## config.mk

```make
export PLATFORM = sky130hd
export DESIGN_NAME = cdb_arbiter_flat
export DESIGN_NICKNAME = d
export VERILOG_FILES = /design/src/rtl/cdb_arbiter_pkg.sv /design/src/rtl/cdb_arbiter_if.sv /design/src/rtl/cdb_arbiter_src_fifo.sv /design/src/rtl/cdb_arbiter.sv /design/src/flat_wrapper.sv
export SDC_FILE = /design/constraint.sdc
export NUM_CORES = 1
export LEC_CHECK = 0
export ABC_AREA = 1
export BUFFER_PORTS_ARGS = -buffer_cell sky130_fd_sc_hd__buf_2
export CAP_MARGIN = 0
export CELL_PAD_IN_SITES_DETAIL_PLACEMENT = 1
export CELL_PAD_IN_SITES_GLOBAL_PLACEMENT = 1
export CORE_ASPECT_RATIO = 0.6
export CORE_MARGIN = 2
export CORE_UTILIZATION = 46
export DETAILED_ROUTE_END_ITERATION = 10
export HOLD_SLACK_MARGIN = 0.02
export PLACE_DENSITY = 0.79
export SYNTH_ARGS = -nofsm -noshare
export SYNTH_HDL_FRONTEND = slang
export SYNTH_HIERARCHICAL = 1
export SYNTH_SLANG_ARGS = --single-unit
```

## constraint.sdc

```tcl
create_clock -name clk_in -period 4.82 [get_ports clk_in]
set_input_delay 0.482 -clock clk_in [delete_from_list [all_inputs] [get_ports clk_in]]
set_output_delay 0.482 -clock clk_in [all_outputs]
set_load 0.01 [all_outputs]
```

## src/rtl/cdb_arbiter_pkg.sv

```systemverilog
// Shared definitions for the common-data-bus arbiter: widths, boolean
// constants, source encodings and the round-robin pick helper.
package cdb_arbiter_pkg;

  localparam int DATA_WIDTH = 32;
  localparam int ROB_WIDTH  = 4;

  localparam logic TRUE  = 1'b1;
  localparam logic FALSE = 1'b0;

  localparam logic CDB_SRC_ALU = 1'b0;
  localparam logic CDB_SRC_LSU = 1'b1;

  typedef enum logic {
    SRC_ALU = CDB_SRC_ALU,
    SRC_LSU = CDB_SRC_LSU
  } cdb_src_e;

  // Round-robin choice: under contention the source that did not win last
  // time goes next; otherwise whichever source has something pending.
  function automatic cdb_src_e rr_pick(input logic alu_ne, input logic lsu_ne,
                                       input cdb_src_e last_grant);
    cdb_src_e pick;
    if (alu_ne && lsu_ne) begin
      pick = (last_grant == SRC_LSU) ? SRC_ALU : SRC_LSU;
    end else if (lsu_ne) begin
      pick = SRC_LSU;
    end else begin
      pick = SRC_ALU;
    end
    return pick;
  endfunction

endpackage

```

## src/rtl/cdb_arbiter_if.sv

```systemverilog
// Producer handshakes and broadcast bus of the common-data-bus arbiter.
// The arbiter uses the slave view; producers/consumers use the master view.
interface cdb_arbiter_if #(
  parameter int DATA_W = 32,
  parameter int ROB_W  = 4
);

  logic              alu_valid_in;
  logic [ROB_W-1:0]  alu_reorder_in;
  logic [DATA_W-1:0] alu_value_in;
  logic              alu_ready_out;

  logic              lsu_valid_in;
  logic [ROB_W-1:0]  lsu_reorder_in;
  logic [DATA_W-1:0] lsu_value_in;
  logic              lsu_ready_out;

  logic              cdb_enable_out;
  logic [ROB_W-1:0]  cdb_reorder_out;
  logic [DATA_W-1:0] cdb_value_out;
  logic              cdb_src_out;

  modport slave (
    input  alu_valid_in, alu_reorder_in, alu_value_in,
    output alu_ready_out,
    input  lsu_valid_in, lsu_reorder_in, lsu_value_in,
    output lsu_ready_out,
    output cdb_enable_out, cdb_reorder_out, cdb_value_out, cdb_src_out
  );

  modport master (
    output alu_valid_in, alu_reorder_in, alu_value_in,
    input  alu_ready_out,
    output lsu_valid_in, lsu_reorder_in, lsu_value_in,
    input  lsu_ready_out,
    input  cdb_enable_out, cdb_reorder_out, cdb_value_out, cdb_src_out
  );

endinterface

```

## src/rtl/cdb_arbiter_src_fifo.sv

```systemverilog
// Per-source result FIFO holding (reorder, value) pairs. Push and pop are
// already qualified by the caller; flush empties it, reset overrides all.
module cdb_src_fifo
  import cdb_arbiter_pkg::*;
#(
  parameter int DEPTH  = 2,
  parameter int DATA_W = DATA_WIDTH,
  parameter int ROB_W  = ROB_WIDTH,
  localparam int PTR_W = $clog2(DEPTH),
  localparam int CNT_W = PTR_W + 1
) (
  input  logic              clk_in,
  input  logic              rst_in,
  input  logic              push_in,
  input  logic              pop_in,
  input  logic              flush_in,
  input  logic [ROB_W-1:0]  push_tag_in,
  input  logic [DATA_W-1:0] push_value_in,
  output logic [ROB_W-1:0]  head_tag_out,
  output logic [DATA_W-1:0] head_value_out,
  output logic              empty_out,
  output logic              full_out,
  output logic [CNT_W-1:0]  count_out
);

  localparam logic [PTR_W-1:0] PTR_ONE  = PTR_W'(1);
  localparam logic [CNT_W-1:0] CNT_ONE  = CNT_W'(1);
  localparam logic [CNT_W-1:0] CNT_FULL = CNT_W'(DEPTH);

  logic [ROB_W-1:0]  r_tag_mem [DEPTH];
  logic [DATA_W-1:0] r_val_mem [DEPTH];
  logic [PTR_W-1:0]  r_wr_ptr;
  logic [PTR_W-1:0]  r_rd_ptr;
  logic [CNT_W-1:0]  r_count;

  // Storage write; contents need no reset since count gates visibility.
  always_ff @(posedge clk_in) begin
    if (push_in && !flush_in && !rst_in) begin
      r_tag_mem[r_wr_ptr] <= push_tag_in;
      r_val_mem[r_wr_ptr] <= push_value_in;
    end
  end

  // Pointer and occupancy bookkeeping; simultaneous push/pop keeps count.
  always_ff @(posedge clk_in) begin
    if (rst_in) begin
      r_wr_ptr <= '0;
      r_rd_ptr <= '0;
      r_count  <= '0;
    end else if (flush_in) begin
      r_wr_ptr <= '0;
      r_rd_ptr <= '0;
      r_count  <= '0;
    end else begin
      if (push_in) r_wr_ptr <= r_wr_ptr + PTR_ONE;
      if (pop_in)  r_rd_ptr <= r_rd_ptr + PTR_ONE;
      case ({push_in, pop_in})
        2'b10:   r_count <= r_count + CNT_ONE;
        2'b01:   r_count <= r_count - CNT_ONE;
        default: r_count <= r_count;
      endcase
    end
  end

  assign head_tag_out   = r_tag_mem[r_rd_ptr];
  assign head_value_out = r_val_mem[r_rd_ptr];
  assign empty_out      = (r_count == '0);
  assign full_out       = (r_count == CNT_FULL);
  assign count_out      = r_count;

endmodule

```

## src/rtl/cdb_arbiter.sv

```systemverilog
// Common-data-bus arbiter: two source FIFOs (ALU, LSU) feeding one
// registered broadcast port, granted round-robin one result per cycle.
module cdb_arbiter
  import cdb_arbiter_pkg::*;
#(
  parameter int FIFO_DEPTH = 2,
  parameter int DATA_W     = DATA_WIDTH,
  parameter int ROB_W      = ROB_WIDTH,
  localparam int CNT_W     = $clog2(FIFO_DEPTH) + 1
) (
  input  logic          clk_in,
  input  logic          rst_in,
  input  logic          rdy_in,
  input  logic          flush_in,
  cdb_arbiter_if.slave  bus
);

  localparam logic [CNT_W-1:0] CNT_FULL = CNT_W'(FIFO_DEPTH);

  logic              w_alu_push, w_lsu_push, w_alu_pop, w_lsu_pop, w_flush;
  logic [ROB_W-1:0]  w_alu_tag, w_lsu_tag, w_head_tag;
  logic [DATA_W-1:0] w_alu_val, w_lsu_val, w_head_val;
  logic              w_alu_empty, w_lsu_empty, w_alu_full, w_lsu_full;
  logic [CNT_W-1:0]  w_alu_count, w_lsu_count;
  logic              w_grant;
  cdb_src_e          w_grant_src;

  logic              r_cdb_enable;
  logic [ROB_W-1:0]  r_cdb_tag;
  logic [DATA_W-1:0] r_cdb_val;
  cdb_src_e          r_cdb_src;
  cdb_src_e          r_last_grant;

  // Ready depends on registered occupancy only, so a same-cycle pop
  // never re-opens a full FIFO.
  assign bus.alu_ready_out = (w_alu_count != CNT_FULL);
  assign bus.lsu_ready_out = (w_lsu_count != CNT_FULL);

  assign w_flush    = flush_in && rdy_in;
  assign w_alu_push = bus.alu_valid_in && !w_alu_full && rdy_in && !flush_in;
  assign w_lsu_push = bus.lsu_valid_in && !w_lsu_full && rdy_in && !flush_in;
  assign w_alu_pop  = w_grant && (w_grant_src == SRC_ALU) && rdy_in && !flush_in;
  assign w_lsu_pop  = w_grant && (w_grant_src == SRC_LSU) && rdy_in && !flush_in;

  cdb_src_fifo #(.DEPTH(FIFO_DEPTH), .DATA_W(DATA_W), .ROB_W(ROB_W)) u_alu_fifo (
    .clk_in(clk_in), .rst_in(rst_in),
    .push_in(w_alu_push), .pop_in(w_alu_pop), .flush_in(w_flush),
    .push_tag_in(bus.alu_reorder_in), .push_value_in(bus.alu_value_in),
    .head_tag_out(w_alu_tag), .head_value_out(w_alu_val),
    .empty_out(w_alu_empty), .full_out(w_alu_full), .count_out(w_alu_count)
  );

  cdb_src_fifo #(.DEPTH(FIFO_DEPTH), .DATA_W(DATA_W), .ROB_W(ROB_W)) u_lsu_fifo (
    .clk_in(clk_in), .rst_in(rst_in),
    .push_in(w_lsu_push), .pop_in(w_lsu_pop), .flush_in(w_flush),
    .push_tag_in(bus.lsu_reorder_in), .push_value_in(bus.lsu_value_in),
    .head_tag_out(w_lsu_tag), .head_value_out(w_lsu_val),
    .empty_out(w_lsu_empty), .full_out(w_lsu_full), .count_out(w_lsu_count)
  );

  // Choose the winning source and select its FIFO head.
  always_comb begin
    w_grant     = !w_alu_empty || !w_lsu_empty;
    w_grant_src = rr_pick(!w_alu_empty, !w_lsu_empty, r_last_grant);
    w_head_tag  = w_alu_tag;
    w_head_val  = w_alu_val;
    if (w_grant_src == SRC_LSU) begin
      w_head_tag = w_lsu_tag;
      w_head_val = w_lsu_val;
    end else begin
      w_head_tag = w_alu_tag;
      w_head_val = w_alu_val;
    end
  end

  // Broadcast register and round-robin history; everything freezes while
  // rdy_in is low, and tag/value/src hold whenever nothing is granted.
  always_ff @(posedge clk_in) begin
    if (rst_in) begin
      r_cdb_enable <= FALSE;
      r_cdb_tag    <= '0;
      r_cdb_val    <= '0;
      r_cdb_src    <= SRC_ALU;
      r_last_grant <= SRC_LSU;
    end else if (rdy_in) begin
      if (flush_in) begin
        r_cdb_enable <= FALSE;
        r_last_grant <= SRC_LSU;
      end else if (w_grant) begin
        r_cdb_enable <= TRUE;
        r_cdb_tag    <= w_head_tag;
        r_cdb_val    <= w_head_val;
        r_cdb_src    <= w_grant_src;
        r_last_grant <= w_grant_src;
      end else begin
        r_cdb_enable <= FALSE;
      end
    end
  end

  assign bus.cdb_enable_out  = r_cdb_enable;
  assign bus.cdb_reorder_out = r_cdb_tag;
  assign bus.cdb_value_out   = r_cdb_val;
  assign bus.cdb_src_out     = r_cdb_src;

endmodule

```

## src/flat_wrapper.sv

```systemverilog
// flat-port wrapper written by rule: the top's interface ports become plain ports
module cdb_arbiter_flat import cdb_arbiter_pkg::*;
#(
  parameter int FIFO_DEPTH = 2,
  parameter int DATA_W     = DATA_WIDTH,
  parameter int ROB_W      = ROB_WIDTH,
  localparam int CNT_W     = $clog2(FIFO_DEPTH) + 1
)
  (clk_in, rst_in, rdy_in, flush_in, bus_alu_valid_in, bus_alu_reorder_in, bus_alu_value_in, bus_alu_ready_out, bus_lsu_valid_in, bus_lsu_reorder_in, bus_lsu_value_in, bus_lsu_ready_out, bus_cdb_enable_out, bus_cdb_reorder_out, bus_cdb_value_out, bus_cdb_src_out);
  cdb_arbiter_if #(.DATA_W(DATA_W), .ROB_W(ROB_W)) bus_i ();
  input  logic clk_in;
  input  logic rst_in;
  input  logic rdy_in;
  input  logic flush_in;
  input wire logic [$bits(bus_i.alu_valid_in)-1:0] bus_alu_valid_in;
  input wire logic [$bits(bus_i.alu_reorder_in)-1:0] bus_alu_reorder_in;
  input wire logic [$bits(bus_i.alu_value_in)-1:0] bus_alu_value_in;
  output wire logic [$bits(bus_i.alu_ready_out)-1:0] bus_alu_ready_out;
  input wire logic [$bits(bus_i.lsu_valid_in)-1:0] bus_lsu_valid_in;
  input wire logic [$bits(bus_i.lsu_reorder_in)-1:0] bus_lsu_reorder_in;
  input wire logic [$bits(bus_i.lsu_value_in)-1:0] bus_lsu_value_in;
  output wire logic [$bits(bus_i.lsu_ready_out)-1:0] bus_lsu_ready_out;
  output wire logic [$bits(bus_i.cdb_enable_out)-1:0] bus_cdb_enable_out;
  output wire logic [$bits(bus_i.cdb_reorder_out)-1:0] bus_cdb_reorder_out;
  output wire logic [$bits(bus_i.cdb_value_out)-1:0] bus_cdb_value_out;
  output wire logic [$bits(bus_i.cdb_src_out)-1:0] bus_cdb_src_out;
  assign bus_i.alu_valid_in = bus_alu_valid_in;
  assign bus_i.alu_reorder_in = bus_alu_reorder_in;
  assign bus_i.alu_value_in = bus_alu_value_in;
  assign bus_alu_ready_out = bus_i.alu_ready_out;
  assign bus_i.lsu_valid_in = bus_lsu_valid_in;
  assign bus_i.lsu_reorder_in = bus_lsu_reorder_in;
  assign bus_i.lsu_value_in = bus_lsu_value_in;
  assign bus_lsu_ready_out = bus_i.lsu_ready_out;
  assign bus_cdb_enable_out = bus_i.cdb_enable_out;
  assign bus_cdb_reorder_out = bus_i.cdb_reorder_out;
  assign bus_cdb_value_out = bus_i.cdb_value_out;
  assign bus_cdb_src_out = bus_i.cdb_src_out;
  cdb_arbiter #(.FIFO_DEPTH(FIFO_DEPTH), .DATA_W(DATA_W), .ROB_W(ROB_W)) u_core (.clk_in(clk_in), .rst_in(rst_in), .rdy_in(rdy_in), .flush_in(flush_in), .bus(bus_i));
endmodule
```

==> reports/metrics.yaml <==
status: "completed"
crit_path_max_fanout: 38
fin_cells: 972
finalMaxSlewViolations: 0
cts.reportedPaths.clkPinSlew_ps: 70
r2r_start: "u_core/u_alu_fifo/count_out[1]"
drive_gt1_share_pct: 33.1
worstHoldPathType: "in -> reg"
worst_setup_path_end_kind: "flip-flop"
syn_area_um2: 7990
place_ws_ps: 1490
grt_max_degree: 49
cts_hold_repair.buffers: 0
peakVddDrop_v: 0.000258
gp_congestion: 0.806
die_w_um: 174
postLayoutCoreUtil_pct: 54.3
pin_count: 118
yosys.cell_count.top_type: "nand2_1"
numCtsBuffers: 17
worstPathArrival_ps: 3740
yosys_warnings: 6
critPathRequiredTime_ps: 5180
clock_latency_ps: 440
std_cell_rows: 37
cp_cell_sequence: "nor2_1, inv_1, nand2_2, nand2_2, inv_1, nand2_1, inv_1, ha_1, inv_1, nand2_1, nor2_1, nor2_1, nor2_1"
finalWirelength_um: 18700
place_inst: 939
rsz0062_at_grt: "false"
p_per_area_nw_per_um2: 374
syn_inst: 612
synthFlopType: "edfxtp_1"
hold_ws_ps: 225
synth_edf_count: 144
setup_slack_ps: 1440
grt_pass1_vias: 5332
post_cts_resized: 0
dieHeight_um: 106
crit-reg2reg-capture: "u_core/u_lsu_fifo/count_out[1]"
antenna_found_initial: 2
max_freq_mhz: 296
wl_per_cell_um: 19.2
fin_area_um2: 9270
synth_commonest_cells: "nand2_1 (154), edfxtp_1 (144), mux2_4 (60)"
max_slew_margin_pct: 15.9
slowest_delay_ps: 650
crit_slowest_cell: "nand2_2"
cts_sinks: 193
synth_seq_cells: 193
fp.dieArea_um2: 18500
skew_ps: 17.4
period_minus_slack_ps: 3380
routed-via-count: 4957
avgSynthCellArea_um2: 13.0
via_per_inst: 5.10
post_cts_buffers: 0
drtAntennaViolNets: 0
synth.area.top_cells: "edfxtp_1 (54%), dfxtp_1 (12%), mux2_4 (11%), nand2_1 (7.2%), nand3_1 (2.3%)"
async_flop_share_pct: 0
port-buffer-count: 117
htree_levels: 4
core_um2: 17100
tns_ps: 0
p_leak_nw: 3.68
placed_cell_area_um2: 8670
cts_tree: "yes"
overflow: 0
setup_violations: 0
gr-usage-all-layers_pct: 21.4
initial_core_util_pct: 46.7
cap_violations: 0
crit_type: "reg -> reg"
grt_first_pass_wirelength_um: 29500
synth_area_leader_cell: "edfxtp_1"
drt_pass1_iterations: 4
dr.first_iter.drc_count: 340
whs_endpoint: "u_core/u_alu_fifo/r_val_mem[1][29]"
synth_nets: 692
post_synth_num_cell_types: 28
rrSetupSlack_ps: 1440
area_growth_pct: 16.1
clockBufferDepth: 2
power_mw: 3.47
hold_start: "bus_alu_value_in[29]"
rr_worst_depth: 13
dp_hpwl_um: 12200
worst_setup_path_start_kind: "flip-flop"
period_share_pct: 70.1
drc_errors: 0
synth_top_cell_area_share_pct: 54.2
fin_nets: 804
hold_path_depth: 1
tightest_slew_ps: 1260
hold_viol: 0
seq_area_frac_synth_pct: 66.4
cts-root-buf: "clkbuf_16"
[worst max path at each step]
stage | depth (start not counted) | start | end | slack (ps)
floorplan | 6 | rdy_in | u_core/u_alu_fifo/r_tag_mem[1][0] | 950
global placement | 13 | u_core/u_alu_fifo/count_out[1] | u_core/u_lsu_fifo/count_out[1] | 1750
detailed placement | 13 | u_core/u_alu_fifo/count_out[1] | u_core/u_lsu_fifo/count_out[1] | 1490
CTS | 13 | u_core/u_alu_fifo/count_out[1] | u_core/u_lsu_fifo/count_out[1] | 1400
global route | 13 | u_core/u_alu_fifo/count_out[1] | u_core/u_lsu_fifo/count_out[1] | 1150
finish | 13 | u_core/u_alu_fifo/count_out[1] | u_core/u_lsu_fifo/count_out[1] | 1440
[report_power, final]
part	total [mW]	leakage, nW	switching, mW	internal, mW
Clock	1.44	0.294	0.603	0.837
Combinational	0.210	1.69	0.130	0.0793
Sequential	1.82	1.70	0.0132	1.81
Total	3.47	3.68	0.746	2.73
[state kept, by name, summed over array words and instances, names as in the netlist, named ones only]
signal,count
u_core/u_alu_fifo/r_val_mem,64
u_core/u_lsu_fifo/r_val_mem,64
u_core/bus.cdb_value_out,32
u_core/u_alu_fifo/r_tag_mem,8
u_core/u_lsu_fifo/r_tag_mem,8
u_core/bus.cdb_reorder_out,4
u_core/u_alu_fifo/count_out,2
u_core/u_lsu_fifo/count_out,2
u_core/bus.cdb_enable_out,1
u_core/bus.cdb_src_out,1
u_core/r_last_grant,1
u_core/u_alu_fifo/r_rd_ptr,1
u_core/u_alu_fifo/r_wr_ptr,1
u_core/u_lsu_fifo/r_rd_ptr,1
u_core/u_lsu_fifo/r_wr_ptr,1
[layer usage]
layer	GRT usage [%]	vias up	wire length, um
met5	0	-	16
met4	5.22	2	177
met3	6.44	15	935
met2	34.5	125	8650
met1	28.5	2492	8900
li1	-	2323	-
[cell type report]
class                           instances  area (um2)
Clock inverter                          7        98.8
Fill cell                            1771        7810
Timing Repair Buffer                  121         628
Multi-Input combinational cell        355        2300
Tap cell                              234         293
Inverter                               36         136
Sequential cell                       193        5310
Antenna cell                            1        2.50
Clock buffer                           25         505
[critical path, delay by kind of cell, from the launching register on]
| kind | cells | cell delay [ps] |
|---|---|---|
| simple gates | 8 | 1730 |
| buf+inv | 4 | 930 |
| flops | 1 | 350 |
| fa+ha+maj | 1 | 280 |
[cells in the final DEF, fill, tap and decap left out, drive strengths merged]
| cell | n |
|---|---|
| nand2 | 156 |
| o21ai | 3 |
| nor2 | 49 |
| inv | 36 |
| clkinvlp | 1 |
| a21oi | 30 |
| mux2 | 72 |
| edfxtp | 144 |
| diode | 1 |
| clkbuf | 25 |
| nor3 | 2 |
| xnor2 | 2 |
| buf | 121 |
| dfxtp | 49 |
| o211ai | 1 |
| bufinv | 2 |
| ha | 2 |
| clkinv | 4 |
| nand4 | 2 |
| nand3 | 36 |
[logic make-up (layout without fill, tap and decap cells)]
family | Yosys count | after routing | share of synthesized area (%)
DFF | 193 | 193 | 66.4
other | 0 | 1 | 0
adders and majority gates | 2 | 2 | 0.313
xor gates and xnor gates | 2 | 2 | 0.219
AOI/OAI and AO/OA | 34 | 34 | 2.59
and+or+nand+nor | 245 | 245 | 12.4
buffers and inverters | 64 | 189 | 5.08
muxes | 72 | 72 | 13.0
(Power assumes the default switching activity.)
